**src/rtl/pong_renderer_if.sv**
```systemverilog
// Pixel/game bus between the VGA scan side and the pong renderer.
// The master drives the scan position, sync and player inputs; the slave
// returns colour, scores and the game-over flag.
interface pong_renderer_if;
    logic [9:0] pixel_column;
    logic [9:0] pixel_row;
    logic       vert_sync;
    logic       btn_l_up;
    logic       btn_l_dn;
    logic       btn_r_up;
    logic       btn_r_dn;
    logic       start;
    logic [2:0] red_out;
    logic [2:0] green_out;
    logic [1:0] blue_out;
    logic [3:0] score_l;
    logic [3:0] score_r;
    logic       game_over;

    modport master (
        output pixel_column, pixel_row, vert_sync,
        output btn_l_up, btn_l_dn, btn_r_up, btn_r_dn, start,
        input  red_out, green_out, blue_out, score_l, score_r, game_over
    );

    modport slave (
        input  pixel_column, pixel_row, vert_sync,
        input  btn_l_up, btn_l_dn, btn_r_up, btn_r_dn, start,
        output red_out, green_out, blue_out, score_l, score_r, game_over
    );
endinterface

```
**src/rtl/pong_renderer.sv**
```systemverilog
// Pong game logic and pixel colour stage feeding the VGA controller.
// Game state advances once per frame on the falling edge of vert_sync;
// the colour of the pixel being scanned is registered every clock.
//
// state     | meaning
// ----------+-----------------------------------------------------------
// SERVE     | ball parked at centre, counting frames until the serve
// PLAY      | ball moving, walls/paddles/misses evaluated each frame
// GAME_OVER | a player reached the winning score; waits for start
module pong_renderer #(
    parameter int BALL_SPEED   = 2,
    parameter int PAD_SPEED    = 4,
    parameter int PAD_H        = 64,
    parameter int SERVE_FRAMES = 60,
    parameter int WIN_SCORE    = 9
) (
    input  logic            clk_50,
    input  logic            rst,
    pong_renderer_if.slave  bus
);

    typedef enum logic [1:0] {
        ST_SERVE     = 2'd0,
        ST_PLAY      = 2'd1,
        ST_GAME_OVER = 2'd2
    } state_t;

    localparam logic [9:0]        BALL_X0    = 10'd316;
    localparam logic [9:0]        BALL_Y0    = 10'd236;
    localparam logic [9:0]        PAD_Y0     = 10'd208;
    localparam logic [9:0]        PAD_MAX    = 10'(480 - PAD_H);
    localparam logic [9:0]        PAD_STEP   = 10'(PAD_SPEED);
    localparam logic [10:0]       PAD_H11    = 11'(PAD_H);
    localparam logic signed [10:0] BALL_STEP = 11'(BALL_SPEED);
    localparam logic [7:0]        SERVE_LAST = 8'(SERVE_FRAMES - 1);
    localparam logic [3:0]        WIN        = 4'(WIN_SCORE);

    state_t      state_q, state_d;
    logic        vs_q;
    logic [9:0]  bx_q, bx_d;
    logic [9:0]  by_q, by_d;
    logic        dx_q, dx_d;      // 1 = moving right
    logic        dy_q, dy_d;      // 1 = moving down
    logic [9:0]  pyl_q, pyl_d;
    logic [9:0]  pyr_q, pyr_d;
    logic [7:0]  srv_cnt_q, srv_cnt_d;
    logic [3:0]  score_l_q, score_l_d;
    logic [3:0]  score_r_q, score_r_d;
    logic [2:0]  red_q, red_d;
    logic [2:0]  green_q, green_d;
    logic [1:0]  blue_q, blue_d;
    logic        game_over_w;
    logic        tick;

    logic signed [10:0] nx, ny;
    logic               hit_l, hit_r;

    assign tick = vs_q & ~bus.vert_sync;

    function automatic logic [9:0] pad_next(input logic [9:0] py,
                                            input logic up, input logic dn);
        logic [9:0] r;
        r = py;
        if (up && !dn)
            r = (py < PAD_STEP) ? 10'd0 : py - PAD_STEP;
        else if (dn && !up)
            r = (py > PAD_MAX - PAD_STEP) ? PAD_MAX : py + PAD_STEP;
        return r;
    endfunction

    function automatic logic overlaps(input logic [9:0] y, input logic [9:0] py);
        return (({1'b0, y} + 11'd8) > {1'b0, py}) &&
               ({1'b0, y} < ({1'b0, py} + PAD_H11));
    endfunction

    function automatic logic [3:0] sat_inc(input logic [3:0] s);
        return (s >= WIN) ? WIN : s + 4'd1;
    endfunction

    // State register.
    always_ff @(posedge clk_50 or posedge rst) begin
        if (rst) state_q <= ST_SERVE;
        else     state_q <= state_d;
    end

    // Game datapath, colour and sync registers.
    always_ff @(posedge clk_50 or posedge rst) begin
        if (rst) begin
            vs_q      <= 1'b1;
            bx_q      <= BALL_X0;
            by_q      <= BALL_Y0;
            dx_q      <= 1'b1;
            dy_q      <= 1'b1;
            pyl_q     <= PAD_Y0;
            pyr_q     <= PAD_Y0;
            srv_cnt_q <= 8'd0;
            score_l_q <= 4'd0;
            score_r_q <= 4'd0;
            red_q     <= 3'd0;
            green_q   <= 3'd0;
            blue_q    <= 2'd0;
        end else begin
            vs_q      <= bus.vert_sync;
            bx_q      <= bx_d;
            by_q      <= by_d;
            dx_q      <= dx_d;
            dy_q      <= dy_d;
            pyl_q     <= pyl_d;
            pyr_q     <= pyr_d;
            srv_cnt_q <= srv_cnt_d;
            score_l_q <= score_l_d;
            score_r_q <= score_r_d;
            red_q     <= red_d;
            green_q   <= green_d;
            blue_q    <= blue_d;
        end
    end

    // Next-state: per-frame game update plus the start request in GAME_OVER.
    // Collisions use the paddle positions from before this frame's move.
    always_comb begin
        state_d   = state_q;
        bx_d      = bx_q;
        by_d      = by_q;
        dx_d      = dx_q;
        dy_d      = dy_q;
        pyl_d     = pyl_q;
        pyr_d     = pyr_q;
        srv_cnt_d = srv_cnt_q;
        score_l_d = score_l_q;
        score_r_d = score_r_q;
        hit_l     = 1'b0;
        hit_r     = 1'b0;
        nx = dx_q ? ($signed({1'b0, bx_q}) + BALL_STEP) : ($signed({1'b0, bx_q}) - BALL_STEP);
        ny = dy_q ? ($signed({1'b0, by_q}) + BALL_STEP) : ($signed({1'b0, by_q}) - BALL_STEP);

        case (state_q)
            ST_SERVE: begin
                if (tick) begin
                    pyl_d = pad_next(pyl_q, bus.btn_l_up, bus.btn_l_dn);
                    pyr_d = pad_next(pyr_q, bus.btn_r_up, bus.btn_r_dn);
                    if (srv_cnt_q == SERVE_LAST) begin
                        srv_cnt_d = 8'd0;
                        state_d   = ST_PLAY;
                    end else begin
                        srv_cnt_d = srv_cnt_q + 8'd1;
                    end
                end
            end
            ST_PLAY: begin
                if (tick) begin
                    pyl_d = pad_next(pyl_q, bus.btn_l_up, bus.btn_l_dn);
                    pyr_d = pad_next(pyr_q, bus.btn_r_up, bus.btn_r_dn);
                    if (ny < 11'sd0) begin
                        by_d = 10'd0;
                        dy_d = 1'b1;
                    end else if (ny > 11'sd472) begin
                        by_d = 10'd472;
                        dy_d = 1'b0;
                    end else begin
                        by_d = ny[9:0];
                    end
                    hit_l = !dx_q && (bx_q >= 10'd24) && (nx <= 11'sd24) && overlaps(by_d, pyl_q);
                    hit_r = dx_q && (bx_q <= 10'd608) && (nx >= 11'sd608) && overlaps(by_d, pyr_q);
                    if (hit_l) begin
                        bx_d = 10'd24;
                        dx_d = 1'b1;
                    end else if (hit_r) begin
                        bx_d = 10'd608;
                        dx_d = 1'b0;
                    end else if (nx < 11'sd0) begin
                        bx_d      = BALL_X0;
                        by_d      = BALL_Y0;
                        dx_d      = 1'b0;
                        score_r_d = sat_inc(score_r_q);
                        state_d   = (score_r_d == WIN) ? ST_GAME_OVER : ST_SERVE;
                    end else if (nx > 11'sd632) begin
                        bx_d      = BALL_X0;
                        by_d      = BALL_Y0;
                        dx_d      = 1'b1;
                        score_l_d = sat_inc(score_l_q);
                        state_d   = (score_l_d == WIN) ? ST_GAME_OVER : ST_SERVE;
                    end else begin
                        bx_d = nx[9:0];
                    end
                end
            end
            ST_GAME_OVER: begin
                if (bus.start) begin
                    score_l_d = 4'd0;
                    score_r_d = 4'd0;
                    bx_d      = BALL_X0;
                    by_d      = BALL_Y0;
                    dx_d      = 1'b1;
                    srv_cnt_d = 8'd0;
                    state_d   = ST_SERVE;
                end
            end
            default: state_d = ST_SERVE;
        endcase
    end

    // Outputs: game-over flag and next colour for the scanned pixel.
    always_comb begin
        logic [10:0] col, row;
        logic        on_ball, on_pad, on_line;
        col         = {1'b0, bus.pixel_column};
        row         = {1'b0, bus.pixel_row};
        game_over_w = (state_q == ST_GAME_OVER);
        on_ball = (col >= {1'b0, bx_q}) && (col < {1'b0, bx_q} + 11'd8) &&
                  (row >= {1'b0, by_q}) && (row < {1'b0, by_q} + 11'd8);
        on_pad  = ((col >= 11'd16) && (col <= 11'd23) &&
                   (row >= {1'b0, pyl_q}) && (row < {1'b0, pyl_q} + PAD_H11)) ||
                  ((col >= 11'd616) && (col <= 11'd623) &&
                   (row >= {1'b0, pyr_q}) && (row < {1'b0, pyr_q} + PAD_H11));
        on_line = (col >= 11'd318) && (col <= 11'd321) && !bus.pixel_row[4];
        red_d   = 3'd0;
        green_d = 3'd0;
        blue_d  = 2'd0;
        if ((col < 11'd640) && (row < 11'd480)) begin
            if (on_ball || on_pad) begin
                red_d   = 3'b111;
                green_d = 3'b111;
                blue_d  = 2'b11;
            end else if (on_line) begin
                red_d   = 3'b011;
                green_d = 3'b011;
                blue_d  = 2'b01;
            end else if (game_over_w) begin
                red_d   = 3'b100;
            end
        end
    end

    assign bus.red_out   = red_q;
    assign bus.green_out = green_q;
    assign bus.blue_out  = blue_q;
    assign bus.score_l   = score_l_q;
    assign bus.score_r   = score_r_q;
    assign bus.game_over = game_over_w;

endmodule

```
**src/flat_wrapper.sv**
```systemverilog
// flat-port wrapper written by rule: the top's interface ports become plain ports
module pong_renderer_flat 
#(
    parameter int BALL_SPEED   = 2,
    parameter int PAD_SPEED    = 4,
    parameter int PAD_H        = 64,
    parameter int SERVE_FRAMES = 60,
    parameter int WIN_SCORE    = 9
)
  (clk_50, rst, bus_pixel_column, bus_pixel_row, bus_vert_sync, bus_btn_l_up, bus_btn_l_dn, bus_btn_r_up, bus_btn_r_dn, bus_start, bus_red_out, bus_green_out, bus_blue_out, bus_score_l, bus_score_r, bus_game_over);
  pong_renderer_if bus_i ();
  input  logic clk_50;
  input  logic rst;
  input wire logic [$bits(bus_i.pixel_column)-1:0] bus_pixel_column;
  input wire logic [$bits(bus_i.pixel_row)-1:0] bus_pixel_row;
  input wire logic [$bits(bus_i.vert_sync)-1:0] bus_vert_sync;
  input wire logic [$bits(bus_i.btn_l_up)-1:0] bus_btn_l_up;
  input wire logic [$bits(bus_i.btn_l_dn)-1:0] bus_btn_l_dn;
  input wire logic [$bits(bus_i.btn_r_up)-1:0] bus_btn_r_up;
  input wire logic [$bits(bus_i.btn_r_dn)-1:0] bus_btn_r_dn;
  input wire logic [$bits(bus_i.start)-1:0] bus_start;
  output wire logic [$bits(bus_i.red_out)-1:0] bus_red_out;
  output wire logic [$bits(bus_i.green_out)-1:0] bus_green_out;
  output wire logic [$bits(bus_i.blue_out)-1:0] bus_blue_out;
  output wire logic [$bits(bus_i.score_l)-1:0] bus_score_l;
  output wire logic [$bits(bus_i.score_r)-1:0] bus_score_r;
  output wire logic [$bits(bus_i.game_over)-1:0] bus_game_over;
  assign bus_i.pixel_column = bus_pixel_column;
  assign bus_i.pixel_row = bus_pixel_row;
  assign bus_i.vert_sync = bus_vert_sync;
  assign bus_i.btn_l_up = bus_btn_l_up;
  assign bus_i.btn_l_dn = bus_btn_l_dn;
  assign bus_i.btn_r_up = bus_btn_r_up;
  assign bus_i.btn_r_dn = bus_btn_r_dn;
  assign bus_i.start = bus_start;
  assign bus_red_out = bus_i.red_out;
  assign bus_green_out = bus_i.green_out;
  assign bus_blue_out = bus_i.blue_out;
  assign bus_score_l = bus_i.score_l;
  assign bus_score_r = bus_i.score_r;
  assign bus_game_over = bus_i.game_over;
  pong_renderer #(.BALL_SPEED(BALL_SPEED), .PAD_SPEED(PAD_SPEED), .PAD_H(PAD_H), .SERVE_FRAMES(SERVE_FRAMES), .WIN_SCORE(WIN_SCORE)) u_core (.clk_50(clk_50), .rst(rst), .bus(bus_i));
endmodule
```
**config.mk**
```make
export PLATFORM = sky130hd
export DESIGN_NAME = pong_renderer_flat
export DESIGN_NICKNAME = d
export VERILOG_FILES = /design/src/rtl/pong_renderer_if.sv /design/src/rtl/pong_renderer.sv /design/src/flat_wrapper.sv
export SDC_FILE = /design/constraint.sdc
export NUM_CORES = 1
export LEC_CHECK = 0
export ABC_AREA = 1
export BUFFER_PORTS_ARGS = -buffer_cell sky130_fd_sc_hd__buf_2
export CORE_MARGIN = 1.5
export CORE_UTILIZATION = 57
export CTS_BUF_LIST = sky130_fd_sc_hd__clkbuf_16
export CTS_CLUSTER_DIAMETER = 80
export DETAILED_ROUTE_END_ITERATION = 7
export PLACE_DENSITY_LB_ADDON = 0.2
export SYNTH_ARGS = -nofsm -noshare
export SYNTH_HDL_FRONTEND = slang
export SYNTH_SLANG_ARGS = --single-unit
```
**constraint.sdc**
```tcl
create_clock -name clk_50 -period 4.3 [get_ports clk_50]
set_input_delay 0 -clock clk_50 [delete_from_list [all_inputs] [get_ports clk_50]]
set_output_delay 0 -clock clk_50 [all_outputs]
set_load 0.1 [all_outputs]
```
== Yosys cells after proc, flatten, opt, wreduce, memory -nomap -nowiden ==
Cells that the tools add are included.
Operators by class
  add/sub/neg operators: 16
  $lt $le $gt $ge: 34
  equal/unequal tests: 16
  multiplexer cells: 76
  bitwise operators: 2
  reduce and logical (&&, ||, !) cells: 48
Operators with widths (number)
  $mux W10: 24
  $lt A10 B11 Y1: 6
  $mux W4: 12
  $ge A10 B10 Y1: 4
  $pmux W10 S2: 2
  $add A10 B4 Y11 const B: 3
  $mux W2: 13
  $logic_and A1 B1 Y1: 24
  $mux W8: 3
  $add A10 B2 Y11 const B: 2
  $add A10 B7 Y11 const B: 2
  $gt A11 B10 Y1: 2
  $lt A11 B1 Y1 const B: 2
  $mux W11: 2
  $sub A10 B2 Y11 const B: 2
  $add A10 B3 Y10 const B: 2
  $ge A10 B5 Y1 const B: 2
  $gt A10 B9 Y1 const B: 2
  $le A10 B10 Y1 const B: 2
  $lt A10 B3 Y1 const B: 2
  $sub A10 B3 Y10 const B: 2
  $mux W3: 6
  $pmux W4 S2: 2
  $pmux W8 S2: 1
  other kinds (35): 68
Word-level totals
  register bits: 69
  input port bits: 28
  output and inout bits: 17
  logic and storage cells: 206

== Logic depth before layout (Yosys ltp) ==
Gate-level depths: netlist (run 1).
  depth after elaboration: 15
  gate-level depth with buffers: 32
  mapped depth without buffers: 32

== Worst setup path after synthesis (run 1) ==
OpenSTA, ideal clock, no wires.
  kind: reg-to-reg
  from: register u_core.dy_q
  to: register u_core.bx_q[8]
  setup time: 0.077 ns
  data arrival time: 3.930 ns
  data required time: 4.223 ns
  slack: 0.292 ns
  cell stages (with the launch flop): 26
  path buffers: 0
  clock period less this slack: 4.008 ns
  cell sequence: dfstp_2 inv_1 ha_1 or2_1 nand3_1 nand2_1 nand2_1 nand2_1 nand4_2 nand2_1 o21ai_1 inv_1 ha_1 nand3_1 xnor2_1 inv_1 ha_1 and3_1 nand4_1 o211ai_1 o21ai_1 nor2_4 nand2_4 nand3_4 nand2_2 o21a_1
Between the ends
  word-level cells in the longest chain between the ends: 14
  elaborated cells on any way between the ends: 20
  those cells by class: add/sub: 1; order compare: 6; mux: 9; reduce/logical: 4
RTL lines
  from (decl): RTL line pong_renderer.sv:43  | logic dy_q, dy_d;
  from (signal assigned): RTL line pong_renderer.sv:107  | dy_q <= dy_d;
  $mux W11 (*): RTL line pong_renderer.sv:135  | ny = dy_q ? ($signed({1'b0, by_q}) + BALL_STEP) : ($signed({1'b0, by_q}) - BALL_STEP);
  $gt A11 B10 Y1: RTL line pong_renderer.sv:157  | end else if (ny > 11'sd472) begin
  $mux W10: RTL line pong_renderer.sv:157
  $mux W10 (*): RTL line pong_renderer.sv:154  | if (ny < 11'sd0) begin
  $mux W10 (*): RTL line pong_renderer.sv:151  | if (tick) begin
  $mux W10 (*): RTL line pong_renderer.sv:137  | case (state_q)
  $add A10 B4 Y11: RTL line pong_renderer.sv:72  | return (({1'b0, y} + 11'd8) > {1'b0, py}) &&
  $gt A11 B10 Y1: RTL line pong_renderer.sv:72
  $logic_and A1 B1 Y1: RTL line pong_renderer.sv:72
  $logic_and A1 B1 Y1: RTL line pong_renderer.sv:164  | hit_r = dx_q && (bx_q <= 10'd608) && (nx >= 11'sd608) && overlaps(by_d, pyr_q);
  $mux W10: RTL line pong_renderer.sv:168  | end else if (hit_r) begin
  $mux W10 (*): RTL line pong_renderer.sv:165  | if (hit_l) begin
  $mux W10 (*): RTL line pong_renderer.sv:151
  $pmux W10 S2 (*): RTL line pong_renderer.sv:137
  to (signal assigned): RTL line pong_renderer.sv:90  | bx_q <= BALL_X0;
  to (signal assigned): RTL line pong_renderer.sv:104  | bx_q <= bx_d;
  to (decl): RTL line pong_renderer.sv:40  | logic [9:0] bx_q, bx_d;
Every way passes the cells marked *; elsewhere a longest branch is shown, timed or not. The select of a mux whose other input is x is not followed.
A chain may end at the register's enable or synchronous reset.

== Worst setup path in the final report (run 1) ==
Same ends and word-level chain as after synthesis.

==> reports/summary.txt, run 1 <==
Outcome: completed
Top Ports: 45
Reg2reg end: u_core.bx_q[8]$_DFFE_PP1P_
Remaining routing DRC violations: 0
Design Area, Final: 0.00875 mm^2
Worst setup EP type: register
Post-synth EDFFs: 0
N_diodes: 0
P_leak: 4.45 nW
Worst r2r src: u_core.dy_q$_DFFE_PP1P_
Gr busiest metal: met2
Via density: 5.64
HPWL Detailed: 14700 um
Die area: 0.0138 mm^2
H-tree depth: 3
Setup CP Type: register to register
Syn. warnings: 0
Seq pwr share: 21.8%
Clk pwr share: 20.1%
Die Y: 117 um
Synth cell types: 51
Post-route ant nets: 0
Total power: 4.00 mW
Critical path arrival: 4.56 ns
Vias in the first global route: 6731
Ys flop type: dfrtp_1
GRT overflow: 0
Chip width: 117 um
Cells on worst reg2reg path: 27
Seq/Total Area, Yosys: 20.1%
DR WL/cell: 15.1 um
Fill cells: 1067
Clk_skew: 0.00946 ns
Worst-Margin Slew: 0.966 ns
Clock insertion delay at the later pin of the skew report: 0.36 ns
Placed Area: 0.00791 mm^2
Net Switching: 1.91 mW
Drt first pass iters: 8
Nets: 1303
First-pass GRT wire length: 32100 um
Critical path startpoint category: register
Max Slew Vio Count: 0
P_int: 2.09 mW
Hold worst-path end: u_core.bus.red_out[1]$_DFF_PP0_
Hold_sp: bus_pixel_column[7]
Ys async rst share: 100%
Fin crit share: 99.5%
Peak VDD IR: 0.222 mV
RSZ-0062 raised after global routing: true
GRT met3 Usage: 4.67%
Port bufs: 43
Fin. Hold Viols: 0
Mean Syn Cell Area: 6.97 um^2
Met1 Usage GRT: 37.4%
Number of antenna violations at the first check in global routing: 0
Post-synthesis register bit count: 59
Final Non-Filler Cells: 1319
Fin worst setup slack: 0.0204 ns
Power per standard cell area: 457 mW/mm^2
# setup viols final: 0
Core area: 0.0127 mm^2
Row cnt: 41
Fmax: 234 MHz
GR Util All Layers: 28.7%
Hold Path Class: primary input to register
Post-Place Cells: 1287
Routed Wire Length: 20000 um
CTS tree: built
DR iter-0 viols: 494
Switching Share: 47.8%
GPL Wtd Cong: 0.954
Area of the mapped netlist: 0.00746 mm^2
M2 GR Usage: 48.1%
WHS Path Cells: 4
Initial core utilization: 58.8%
Comb pwr share: 58.1%
CTS max path bufs: 2
Largest net degree at the start of global routing: 60
Slew HR: 35.4%
Cts bufs inserted: 9
Post-Place Worst Slack: 0.0270 ns
Worst Path Required: 4.58 ns
Synth-to-Final Area Change: 17.4%
Clock Pin Slew Worst Setup and Hold Paths: 0.06 ns
Vias: 7438
Max Cap Viol: 0
Root Buffer: clkbuf_16
Mapped Cells: 1070
R2R setup slack: 0.02 ns
Min Tclk post-route: 4.28 ns
Layout cells sized above 1: 18.6%
CP Max Fanout: 7
CTS sink cnt: 59
repair_timing:
action / CTS / global route
hold buffers: 3 / 0
endpoints found under the setup margin: 0 / 29
resized for setup: 0 / 92
setup buffers: 0 / 13
hold endpoints to repair: 42 / 0
cells in the mapped netlist, types with 2 or more instances:
master | number | area [um^2]
nand2_1 | 219 | 822
inv_1 | 154 | 578
ha_1 | 131 | 1640
nor2_1 | 102 | 383
a21oi_1 | 80 | 400
nand3_1 | 58 | 290
o21ai_0 | 49 | 245
dfrtp_1 | 40 | 1000
nor3_1 | 28 | 140
xor2_1 | 25 | 219
nand4_1 | 22 | 138
dfstp_2 | 19 | 499
a31oi_1 | 15 | 93.8
nand2_2 | 12 | 75.1
o211ai_1 | 9 | 67.6
o21ai_1 | 8 | 40.0
xnor2_1 | 7 | 61.3
buf_4 | 6 | 45.0
nand3_2 | 6 | 60.1
a21o_1 | 5 | 37.5
buf_2 | 5 | 25.0
o2111ai_1 | 5 | 43.8
nor2_4 | 4 | 45.0
nor3b_1 | 4 | 30.0
o21a_1 | 4 | 30.0
o22ai_1 | 4 | 25.0
o31ai_1 | 4 | 30.0
a211oi_1 | 3 | 22.5
clkbuf_1 | 3 | 11.3
inv_2 | 3 | 11.3
nand2_4 | 3 | 33.8
nand3b_1 | 3 | 22.5
nor4_1 | 3 | 18.8
o21bai_1 | 3 | 22.5
a21oi_2 | 2 | 17.5
a41oi_1 | 2 | 17.5
and3_1 | 2 | 12.5
clkinv_1 | 2 | 7.51
fa_1 | 2 | 40.0
nand4_2 | 2 | 25.0
nor2_2 | 2 | 12.5
metrics by stage:
| step | hold slack [ns] | utilization [%] | setup TNS (ns) |
|---|---|---|---|
| floorplan | 0.00448 | - | 0 |
| global placement | 0.120 | 62.5 | 0 |
| detailed placement | 0.121 | 62.5 | 0 |
| CTS | 0.0667 | 65.2 | 0 |
| global route | 0.110 | 69.1 | -4.75 |
| finish | 0.0741 | 69.1 | 0 |
layer usage:
layer | part of all wire, % | vias to the layer above | wire length, um
met5 | 0 | - | 0
met2 | 48 | 222 | 9520
met4 | 1.9 | 0 | 378
li1 | - | 3736 | -
met3 | 5.9 | 38 | 1180
met1 | 45 | 3442 | 8890
cells by family after synthesis:
kind of cell	after synthesis	synth area share (%)
AND/OR/NAND/NOR	475	29.2
other	1	0.0503
buffers and inverters	173	9.10
flip-flops	59	20.1
adder cells (fa/ha/maj)	133	22.5
XOR/XNOR	32	3.76
AO/OA/AOI/OAI	197	15.2
power groups by stage:
stage	Clock, mW	Combinational, mW	Sequential (mW)
floorplan	0	1.54	0.854
global placement	0	1.99	0.872
finish	0.802	2.33	0.874
detailed placement	0	2.02	0.873
global route	0.831	2.62	0.894
CTS	0.805	2.05	0.865
worst max-delay path, cell delays in order, from the launching register on:
cell        delay, ns
dfstp_2          0.55
clkinvlp_4       0.11
buf_12           0.17
ha_4             0.31
nand3_1          0.11
nand2_1          0.11
nand4_1          0.11
nand2_1          0.09
nand2_1          0.06
nand2_2          0.11
a21o_1           0.20
buf_4            0.14
inv_1            0.03
o21ai_0          0.18
buf_4            0.19
inv_1            0.06
ha_1             0.32
a21oi_2          0.14
o21ai_1          0.09
a21oi_2          0.17
o211ai_1         0.11
nor2_1           0.16
nand2_2          0.08
nor2_4           0.14
nand2_4          0.10
nand3_4          0.09
nand2_2          0.10
o21a_1           0.18
state kept, by name (all words and copies together), names as in the netlist:
signal,flops
u_core.by_q,10
u_core.bus.red_out,2
u_core.dx_q,1
u_core.state_q,2
u_core.bus.score_r,4
u_core.srv_cnt_q,8
u_core.pyl_q,8
u_core.bus.blue_out,1
u_core.bus.score_l,4
u_core.bx_q,9
u_core.vs_q,1
u_core.dy_q,1
u_core.pyr_q,8
cell type report:
| type | count | area [um^2] | area share, % |
|---|---|---|---|
| inverters | 159 | 601 | 6.86 |
| multi-input cells | 841 | 5660 | 64.7 |
| flip-flops and latches | 59 | 1500 | 17.1 |
| clock inverters | 7 | 92.6 | 1.06 |
| repair buffers | 72 | 457 | 5.22 |
| well taps | 172 | 215 | 2.46 |
| clock buffers | 9 | 225 | 2.57 |
cells in the final DEF, fill, tap and decap left out, types with 4 or more instances in the layout:
cell	Yosys	routed
o211ai_1	9	9
xor2_1	25	23
dfrtp_1	40	40
o21ai_0	49	40
nor2_4	4	5
a21oi_1	80	73
o22ai_1	4	4
nand2_4	3	7
buf_4	6	24
clkbuf_16	0	9
nor3b_1	4	4
nand3_2	6	9
a21oi_2	2	9
dfstp_2	19	19
o21a_1	4	4
nor2_1	102	97
o21ai_1	8	13
ha_1	131	120
nand3_4	1	4
ha_4	0	11
conb_1	1	4
nand4_1	22	22
nand3_1	58	52
a21o_1	5	5
o31ai_1	4	4
a31oi_1	15	15
nor3_1	28	28
nand2_1	219	198
inv_2	3	13
o2111ai_1	5	5
inv_1	154	143
xnor2_1	7	6
nor2_2	2	6
nand2_2	12	29
buf_2	5	43
worst max path at each step:
stage / start / endpoint / slack, ns / depth (start not counted)
final: u_core.dy_q$_DFFE_PP1P_ / u_core.bx_q[8]$_DFFE_PP1P_ / 0.02 / 27
after global routing: u_core.dy_q$_DFFE_PP1P_ / u_core.bx_q[8]$_DFFE_PP1P_ / -0.22 / 27
after CTS: u_core.dy_q$_DFFE_PP1P_ / u_core.by_q[0]$_DFFE_PP0P_ / 0.01 / 27
after floorplan: u_core.dy_q$_DFFE_PP1P_ / u_core.bx_q[8]$_DFFE_PP1P_ / 0.29 / 25
after global placement: u_core.dy_q$_DFFE_PP1P_ / u_core.bx_q[8]$_DFFE_PP1P_ / 0.09 / 26
after detailed placement: u_core.dy_q$_DFFE_PP1P_ / u_core.bus.score_r[0]$_DFFE_PP0P_ / 0.03 / 28
Note: power is estimated with default switching activity, not from simulation.
==> run 2, diff against run 1 <==
- ABC_AREA: 1 -> 0
==> run 2 against run 1 <==
  * Die area down 4.6%
  * The run now ends with setup timing left
  * Utilization increased by 3.4 points
  * Clock-buffer cell count is the same
  * Global-route usage is 3.9 points higher
  * Critical endpoint is now u_core.by_q[5]$_DFFE_PP1P_
  * Via count fell by 4.6%
  * Sequential share of layout area about the same
  * Non-clock buffer count grew 54
  * Synthesized cell count fell by 19%
  * Cell count down 12%
  * Highest routed layer unchanged
==> reports/summary.txt, run 2 <==
Outcome: finished, violations left
Failing checks: setup timing
Cts bufs inserted: 9 (unchanged)
Fin. Hold Viols: 0 (unchanged)
Syn. warnings: 0 (unchanged)
Mapped Cells: 862 (-19%)
H-tree depth: 3 (unchanged)
Layout cells sized above 1: 22.7% (+4.1 points)
Post-synth top area share: 23.1% (+1.1 points)
Critical path arrival: 5.25 ns (+0.69 ns)
Area of the mapped netlist: 0.00710 mm^2 (-4.8%)
Ys flop type: dfrtp_1
Finished Core Util: 72.5% (+3.4 points)
Ys async rst share: 100% (unchanged)
Port bufs: 43 (unchanged)
Worst-Margin Slew: 0.907 ns (-0.0589 ns)
Fmax: 200 MHz (-14%)
Min Tclk post-route: 4.99 ns (+0.711 ns)
Top flop regs: u_core.by_q x10, u_core.bx_q x9
RSZ-0062 raised after global routing: true
HPWL Detailed: 15700 um (+6.7%)
Remaining routing DRC violations: 0 (unchanged)
Clock insertion delay at the later pin of the skew report: 0.35 ns (about the same)
Synth cell types: 84 (+65%)
Mean Syn Cell Area: 8.24 um^2 (+18%)
Slew HR: 39.3% (+3.9 points)
GPL Wtd Cong: 0.952 (-0.27%)
CTS max path bufs: 2 (unchanged)
Post-Place Worst Slack: -0.928 ns (-0.955 ns)
Row cnt: 40 (-2.4%)
Via density: 6.14 (+8.9%)
Root Buffer: clkbuf_16
Synth area leader: ha_1
Chip width: 115 um (-2.4%)
Max Cap Viol: 0 (unchanged)
Most numerous cell in the Yosys netlist: ha_1
CTS tree: built
Vias: 7093 (-4.6%)
Critical path startpoint category: register
Worst setup EP type: register
Clock Pin Slew Worst Setup and Hold Paths: 0.05 ns (about the same)
Number of antenna violations at the first check in global routing: 0 (unchanged)
Max Slew Vio Count: 0 (unchanged)
Clk_skew: 0.00715 ns (-0.00231 ns)
GRT overflow: 0 (unchanged)
Post-route ant nets: 0 (unchanged)
Largest net degree at the start of global routing: 60 (unchanged)
Setup CP Type: register to register
Hold Path Class: primary input to register
Largest cells by area after synthesis: ha_1 23%, dfrtp_1 14%, dfstp_2 7.0%, o21ai_0 5.1%, nor2_1 4.0%
Leading cell type in the layout, fill and taps excluded: ha_1
Post-synthesis register bit count: 59 (unchanged)
Initial core utilization: 58.9% (about the same)
Largest reg by FF count: u_core.by_q
Synth-to-Final Area Change: 23.2%
Fill cells: 941 (-12%)
GR Util All Layers: 32.6% (+3.9 points)
Post-synth EDFFs: 0 (unchanged)
Top Ports: 45 (unchanged)
Drt first pass iters: 5 (-3)
Routed Wire Length: 20900 um (+4.7%)
DR iter-0 viols: 551 (+12%)
First-pass GRT wire length: 33600 um (+4.5%)
Vias in the first global route: 6818 (+1.3%)
Worst Path Required: 4.56 ns (-0.02 ns)
Die area: 0.0131 mm^2 (-4.6%)
CTS sink cnt: 59 (unchanged)
Most frequent cells in the layout: 122 x ha_1, 74 x nor2_1, 72 x buf_4, 71 x inv_1, 63 x nand2_1
# setup viols final: 29 (+29)
Seq/Total Area, Yosys: 21.1% (+1.0 points)
CP Max Fanout: 8 (+1)
Synth top cells by count: 131 x ha_1, 76 x nor2_1, 73 x o21ai_0
Fin crit share: 116% (+17 points)
Core area: 0.0121 mm^2 (-4.8%)
N_diodes: 0 (unchanged)
Fin worst setup slack: -0.690 ns (-0.711 ns)
Die Y: 115 um (-2.4%)
DR WL/cell: 18.1 um (+20%)
Nets: 1143 (-12%)
Max FFs per register: 10 (unchanged)
[run 2: stage by stage]
step	instance area (um^2)	setup TNS, ns	hold WS, ns	std cells
floorplan	7180	-11.78	0.00448	865
global placement	7990	-16.63	0.114	1122
detailed placement	7990	-20.90	0.117	1122
CTS	8630	-12.22	0.103	1151
global route	8750	-22.29	0.142	1155
finish	8750	-16.89	0.108	1155
[run 2: cells by family after synthesis]
family,synth area share [%]
AOI/OAI and AO/OA,27.3
and+or+nand+nor,17.7
adders and majority gates,23.6
buffers and inverters,5.44
DFF,21.1
xor gates and xnor gates,4.19
muxes,0.582
other,0.0528
[run 2: routing by layer]
metal,routed length [um],global-route usage [%],vias up
li1,-,-,3423
met1,9180,40.0,3428
met2,10200,56.8,198
met3,943,4.71,44
met4,641,13.8,0
met5,0,0,-
[run 2: worst paths after layout]
path | endpoint | cells after the start | slack, ns | startpoint
worst max-delay path | u_core.by_q[5]$_DFFE_PP1P_ | 23 | -0.69 | u_core.dy_q$_DFFE_PP1P_
worst max register to register | u_core.by_q[5]$_DFFE_PP1P_ | 23 | -0.69 | u_core.dy_q$_DFFE_PP1P_
worst min register to register | u_core.srv_cnt_q[7]$_DFFE_PP0P_ | 1 | 0.48 | u_core.srv_cnt_q[7]$_DFFE_PP0P_
worst min-delay path | u_core.bus.red_out[1]$_DFF_PP0_ | 3 | 0.11 | bus_pixel_column[7]
min in group asynchronous | u_core.srv_cnt_q[3]$_DFFE_PP0P_ | 4 | 0.42 | rst
max in group asynchronous | u_core.bx_q[6]$_DFFE_PP0P_ | 4 | 3.36 | rst
[run 2: area by class of cell]
class | instances | area (um^2) | area share [%]
Clock buffer | 9 | 225 | 2.58
Clock inverter | 7 | 95.1 | 1.09
Inverter | 72 | 275 | 3.15
Multi-Input combinational cell | 714 | 5560 | 63.5
Sequential cell | 59 | 1500 | 17.2
Tap cell | 168 | 210 | 2.40
Timing Repair Buffer | 126 | 885 | 10.1
[run 2: worst max-delay path, stage by stage, from the launching register on]
cell      delay (ns)
dfstp_2         0.57
inv_6           0.08
ha_4            0.27
o21ai_4         0.14
a21oi_2         0.06
o41a_1          0.42
or3_4           0.37
a32oi_4         0.30
buf_6           0.15
buf_4           0.12
nand2_4         0.05
nor2_4          0.17
ha_4            0.23
nor2_1          0.10
nor2_1          0.05
o21a_1          0.16
o211ai_1        0.19
a31oi_2         0.14
a2111o_1        0.40
buf_6           0.14
o221ai_4        0.24
buf_6           0.17
nor2_4          0.06
o32a_1          0.31
[run 2: what timing repair did]
action                                  CTS  global route
buffers inserted                         10             4
endpoints found under the setup margin   29            29
pin swaps                                38            10
resized for setup                        49            17
gates cloned                              1             0
endpoints found under the hold margin    42             0
hold buffers                              3             0
Power of run 2 is not shown: default switching activity piles up to over one toggle a cycle in this logic, so the estimate is an artifact.
